--- src/rtl/lsu_pkg.sv ---
// rtl/lsu_pkg.sv - RV32I load/store unit constants, FSM states and access legality check
package lsu_pkg;

    // RV32I funct3 width codes
    localparam logic [2:0] F3_B  = 3'b000;
    localparam logic [2:0] F3_H  = 3'b001;
    localparam logic [2:0] F3_W  = 3'b010;
    localparam logic [2:0] F3_BU = 3'b100;
    localparam logic [2:0] F3_HU = 3'b101;

    typedef enum logic [2:0] {
        IDLE,
        RD,
        CAP,
        WR,
        RESP
    } lsu_state_t;

    // Unsupported width codes fault exactly like misaligned accesses;
    // stores only have the signed codes B/H/W.
    function automatic logic is_fault(input logic store, input logic [2:0] funct3,
                                      input logic [1:0] addr_lo);
        logic f;
        f = 1'b1;
        case (funct3)
            F3_B:    f = 1'b0;
            F3_H:    f = addr_lo[0];
            F3_W:    f = (addr_lo != 2'b00);
            F3_BU:   f = store;
            F3_HU:   f = store | addr_lo[0];
            default: f = 1'b1;
        endcase
        return f;
    endfunction

endpackage

--- src/rtl/lsu_align.sv ---
// rtl/lsu_align.sv - load lane extraction/extension and sub-word store merge
//   funct3      : access width code
//   addr_lo     : byte offset within the word
//   mem_word    : word read from memory
//   store_data  : LSB-aligned store data
//   load_data   : extended load result
//   merged_word : mem_word with the addressed lane replaced (or store_data for SW)
module lsu_align
    import lsu_pkg::*;
(
    input  logic [2:0]  funct3,
    input  logic [1:0]  addr_lo,
    input  logic [31:0] mem_word,
    input  logic [31:0] store_data,
    output logic [31:0] load_data,
    output logic [31:0] merged_word
);

    logic [7:0]  byte_sel;
    logic [15:0] half_sel;

    always_comb begin
        byte_sel = mem_word[7:0];
        case (addr_lo)
            2'd0:    byte_sel = mem_word[7:0];
            2'd1:    byte_sel = mem_word[15:8];
            2'd2:    byte_sel = mem_word[23:16];
            default: byte_sel = mem_word[31:24];
        endcase
        half_sel = addr_lo[1] ? mem_word[31:16] : mem_word[15:0];
    end

    always_comb begin
        load_data = mem_word;
        case (funct3)
            F3_B:    load_data = {{24{byte_sel[7]}}, byte_sel};
            F3_H:    load_data = {{16{half_sel[15]}}, half_sel};
            F3_BU:   load_data = {24'h0, byte_sel};
            F3_HU:   load_data = {16'h0, half_sel};
            default: load_data = mem_word;
        endcase
    end

    always_comb begin
        merged_word = mem_word;
        case (funct3)
            F3_B: begin
                case (addr_lo)
                    2'd0:    merged_word[7:0]   = store_data[7:0];
                    2'd1:    merged_word[15:8]  = store_data[7:0];
                    2'd2:    merged_word[23:16] = store_data[7:0];
                    default: merged_word[31:24] = store_data[7:0];
                endcase
            end
            F3_H: begin
                if (addr_lo[1]) merged_word[31:16] = store_data[15:0];
                else            merged_word[15:0]  = store_data[15:0];
            end
            F3_W:    merged_word = store_data;
            default: merged_word = mem_word;
        endcase
    end

endmodule

--- src/rtl/load_store_unit.sv ---
// rtl/load_store_unit.sv - RV32I load/store unit bridging core requests to a word-wide data memory
//   clk, rst                     : clock, synchronous active-low reset
//   req_*                        : core access request (valid/ready handshake)
//   resp_*                       : completion with load data or alignment fault
//   mem_read/write/addr/wdata    : word access to data memory, one-cycle read latency
//   mem_funct3                   : fixed word width code
//   mem_rdata                    : memory read data
module load_store_unit
    import lsu_pkg::*;
(
    input  logic        clk,
    input  logic        rst,
    input  logic        req_valid,
    output logic        req_ready,
    input  logic        req_store,
    input  logic [2:0]  req_funct3,
    input  logic [31:0] req_addr,
    input  logic [31:0] req_wdata,
    output logic        resp_valid,
    input  logic        resp_ready,
    output logic [31:0] resp_rdata,
    output logic        resp_misaligned,
    output logic        mem_read,
    output logic        mem_write,
    output logic [31:0] mem_addr,
    output logic [31:0] mem_wdata,
    output logic [2:0]  mem_funct3,
    input  logic [31:0] mem_rdata
);

    lsu_state_t  state, state_nx;
    logic        store_q;
    logic [2:0]  funct3_q;
    logic [31:0] addr_q;
    logic [31:0] wdata_q;
    logic [31:0] word_q;
    logic [31:0] rdata_q;
    logic        mis_q;
    logic        fault_in;
    logic [31:0] load_data;
    logic [31:0] merged_word;

    assign fault_in = is_fault(req_store, req_funct3, req_addr[1:0]);

    lsu_align u_align (
        .funct3      (funct3_q),
        .addr_lo     (addr_q[1:0]),
        .mem_word    (mem_rdata),
        .store_data  (wdata_q),
        .load_data   (load_data),
        .merged_word (merged_word)
    );

    always_comb begin
        state_nx = state;
        case (state)
            IDLE: begin
                if (req_valid) begin
                    if (fault_in)                              state_nx = RESP;
                    else if (req_store && req_funct3 == F3_W)  state_nx = WR;
                    else                                       state_nx = RD;
                end
            end
            RD:      state_nx = CAP;
            CAP:     state_nx = store_q ? WR : RESP;
            WR:      state_nx = RESP;
            RESP:    if (resp_ready) state_nx = IDLE;
            default: state_nx = IDLE;
        endcase
    end

    always_ff @(posedge clk) begin
        if (!rst) begin
            state    <= IDLE;
            store_q  <= 1'b0;
            funct3_q <= 3'b000;
            addr_q   <= 32'h0;
            wdata_q  <= 32'h0;
            word_q   <= 32'h0;
            rdata_q  <= 32'h0;
            mis_q    <= 1'b0;
        end else begin
            state <= state_nx;
            if (state == IDLE && req_valid) begin
                store_q  <= req_store;
                funct3_q <= req_funct3;
                addr_q   <= req_addr;
                wdata_q  <= req_wdata;
                // SW goes straight to WR, so its write word is the request data.
                word_q   <= req_wdata;
                rdata_q  <= 32'h0;
                mis_q    <= fault_in;
            end
            if (state == CAP) begin
                if (store_q) word_q  <= merged_word;
                else         rdata_q <= load_data;
            end
        end
    end

    assign req_ready       = (state == IDLE);
    assign resp_valid      = (state == RESP);
    assign resp_rdata      = rdata_q;
    assign resp_misaligned = mis_q;
    // Gated with reset so an access interrupted by reset never reaches memory
    // on the edge where the reset is taken.
    assign mem_read        = (state == RD) && rst;
    assign mem_write       = (state == WR) && rst;
    assign mem_addr        = {addr_q[31:2], 2'b00};
    assign mem_wdata       = word_q;
    assign mem_funct3      = F3_W;

endmodule

--- config.mk ---
export PLATFORM = sky130hd
export DESIGN_NAME = load_store_unit
export DESIGN_NICKNAME = d
export VERILOG_FILES = /design/src/rtl/lsu_pkg.sv /design/src/rtl/lsu_align.sv /design/src/rtl/load_store_unit.sv
export SDC_FILE = /design/constraint.sdc
export NUM_CORES = 1
export LEC_CHECK = 0
export CAP_MARGIN = 20
export CORE_ASPECT_RATIO = 1.1
export CORE_MARGIN = 2
export CORE_UTILIZATION = 31
export DETAILED_ROUTE_END_ITERATION = 7
export DONT_BUFFER_PORTS = 1
export PLACE_DENSITY = 0.46
export SYNTH_ARGS = -nofsm -noshare
export SYNTH_HDL_FRONTEND = slang
export SYNTH_HIERARCHICAL = 1
export SYNTH_SLANG_ARGS = --single-unit
--- constraint.sdc ---
create_clock -name clk -period 1.79 [get_ports clk]
set_input_delay 0.358 -clock clk [delete_from_list [all_inputs] [get_ports clk]]
set_output_delay 0.358 -clock clk [all_outputs]
set_load 0.01 [all_outputs]
==> impl_metrics.tcl <==
set metrics [dict create \
    status "complete, but fails checks" \
    violations "DRC" \
    fin_nets 981 \
    netlist.area_leader.share 0.3952 \
    grt_first_pass_wirelength_mm 36.96 \
    grt_pass1_vias 6028 \
    io_buffers 0 \
    drcViolationCount 3 \
    die_h_um 160.4 \
    drive_above_1_share 0.1562 \
    power.switching_mw 2.477 \
    cts_buffer_depth 2 \
    cts_tree "yes" \
    synth_top_area_cell "dfxtp_1" \
    setup_violations 0 \
    ant_nets 0 \
    rows 57 \
    cp-start-kind "flip-flop" \
    grt_max_degree 88 \
    yosysSeqAreaShare 0.3952 \
    ys_async_sr_fraction 0 \
    yosysUniqueCellTypes 55 \
    fin_crit_ns 1.742 \
    num_vias 6351 \
    clock-sinks 136 \
    p_per_area_nw_per_um2 1064 \
    dr.pass1.iters 8 \
    finalPower_mw 8.402 \
    clock_latency_ns 0.42 \
    htreeDepth 4 \
    fp.coreArea_um2 21970 \
    antenna_found_initial 0 \
    first_iter_violations 468 \
    crit_chain "buf_12 -> buf_4 -> nor2_2 -> buf_4 -> nand4_1 -> nand4_1 -> nand2_1 -> a21oi_1" \
    synth_common_cells "256 x nand2_1, 136 x dfxtp_1, 113 x a21oi_1" \
    syn_area_per_cell_um2 7.595 \
    syn-instance-count 907 \
    synth_enable_flop_cells 0 \
    wl_mm 24.34 \
    synth_area_leaders "dfxtp_1 40%, nand2_1 14%, a21oi_1 8.2%" \
    area.growth.synth_to_final_pct 14.60 \
    wl_met3_mm 2.077 \
    top_layer "met4" \
    fin_skew_ns 0.007906 \
    dpl_cell_area_um2 7159 \
    fin_util 0.3594 \
    yosysWarnings 6 \
    synthFlopType "dfxtp_1" \
    slew_violations 0 \
    worst_path_largest_cell_delay_ns 0.36 \
    numCtsBuffers 17 \
    hold_class "primary input to flip-flop" \
    clk_pin_slew_ns 0.06 \
    wl_met2_mm 11.30 \
    dp_hpwl_mm 17.51 \
    p_leak_nw 2.934 \
    root_buffer "clkbuf_16" \
    antenna_cells 0 \
    io_pins 208 \
    synth.most_common_cell "nand2_1" \
    hold_viol 0 \
    pwr-share-seq 0.411 \
    grt.total_usage 0.2043 \
    gr-total-overflow 0 \
    syn_area_um2 6889 \
    ys_seq_elements 136 \
    viasPerCell 5.359 \
    drt-met1-wl_mm 10.33 \
    pwr-share-comb 0.162 \
    end_kind "flip-flop" \
    cap_violations 0 \
    critPathSlowestCell "dfxtp_4" \
    arrival_ns 2.10 \
    die_w_um 146.1 \
    crit_fanout 8 \
    stdcell_area_um2 7895 \
    clock_power_share 0.426 \
    power.internal_mw 5.925 \
    initial_utilization 0.3136 \
    critPathKind "flip-flop to flip-flop" \
    wire_per_inst_um 20.54 \
    switching_share 0.2948 \
    vdd_ir_drop_max_mv 0.6110 \
    dieArea_um2 23430 \
    place_congestion 0.8049 \
    clock.fmax_mhz 573.9 \
    required_ns 2.15 \
    fin_crit_sh 0.9734 \
    grt_setup_unrepaired "yes" \
]
## worst max-delay path, delay by kind of cell, from the launching register on
family | cells | cell delay, ns
compound gates | 1 | 0.12
buf+inv | 3 | 0.42
flops | 1 | 0.36
simple gates | 4 | 0.77
## metal layers
layer	vias up	global-route usage
li1	3076	-
met1	2985	0.2588
met2	251	0.3274
met3	39	0.06676
met4	0	0.07149
met5	-	0
## power groups by stage
| stage | clock network [mW] | registers, mW | logic (mW) |
|---|---|---|---|
| 5_1_grt | 3.81 | 3.47 | 1.52 |
| 2_1_floorplan | 0 | 3.41 | 1.08 |
| 3_5_place_dp | 0 | 3.52 | 1.31 |
| 4_1_cts | 3.68 | 3.45 | 1.32 |
| 6_report | 3.58 | 3.45 | 1.37 |
| 3_3_place_gp | 0 | 3.52 | 1.31 |
## kinds of logic (layout without fill, tap and decap cells)
kind of cell    after synthesis  in the layout  synth area share
mux                          18             18           0.03324
flops                       136            136            0.3952
compound gates              268            268            0.2370
other cells                   2              5          0.001090
simple gates                362            362            0.2359
buf+inv                     121            101           0.09753
## per-stage QoR
step / setup TNS, ns / cells / hold slack [ns] / worst slack [ns]
floorplan: 0 / 910 / 0.4330 / 0.1344
global placement: -0.04620 / 1144 / 0.4466 / -0.04620
detailed placement: -0.08389 / 1144 / 0.4494 / -0.06164
CTS: -0.01137 / 1176 / 0.03839 / -0.01137
global route: -0.1323 / 1185 / 0.04977 / -0.04202
finish: 0 / 1185 / 0.06343 / 0.04763
## final cells by class
cell class,instances,area (µm²)
sequential,136,2731
fill,2395,14070
clock inverter,13,142.6
timing repair buffer,58,569.3
multi-input combinational,653,3588
inverter,11,41.29
clock buffer,19,452.9
tap,295,369.1
## cells in the final DEF, fill, tap and decap left out, types with 8 or more instances in the layout
cell type	synthesis	final
nand2b_1	8	8
inv_1	9	8
o21ai_1	6	12
nand3_1	34	34
o21ai_0	47	39
nor3_1	13	12
nand2_1	256	256
a222oi_1	13	13
a21oi_1	113	113
buf_4	40	44
nor2b_1	14	12
dfxtp_1	136	131
mux2_4	8	8
clkbuf_16	0	17
a22oi_1	14	14
buf_12	0	10
a22o_1	8	8
o21a_1	8	8
a31oi_1	33	33
## worst paths after layout
kind	start	endpoint	slack (ns)	cells after the start
min	req_addr[26]	addr_q[26]$_SDFFE_PN0P_	0.06	2
min reg2reg	wdata_q[22]$_SDFFE_PN0P_	wdata_q[22]$_SDFFE_PN0P_	0.46	2
max	funct3_q[1]$_SDFFE_PN0P_	resp_rdata[11]$_SDFF_PN0_	0.05	8
max reg2reg	funct3_q[1]$_SDFFE_PN0P_	resp_rdata[11]$_SDFF_PN0_	0.05	8
## registers in the layout (all words and copies together) (netlist names)
name	count
addr_q	32
funct3_q	3
mem_wdata	32
resp_misaligned	1
resp_rdata	32
state	3
store_q	1
wdata_q	32
## what timing repair did
action / in CTS / in global routing
endpoints found under the setup margin: 10 / 26
pin swaps: 1 / 9
hold endpoints to repair: 0 / 0
gates cloned: 0 / 1
hold buffers: 0 / 0
setup buffers: 0 / 8
resized for setup: 7 / 24
(Power assumes the default switching activity.)
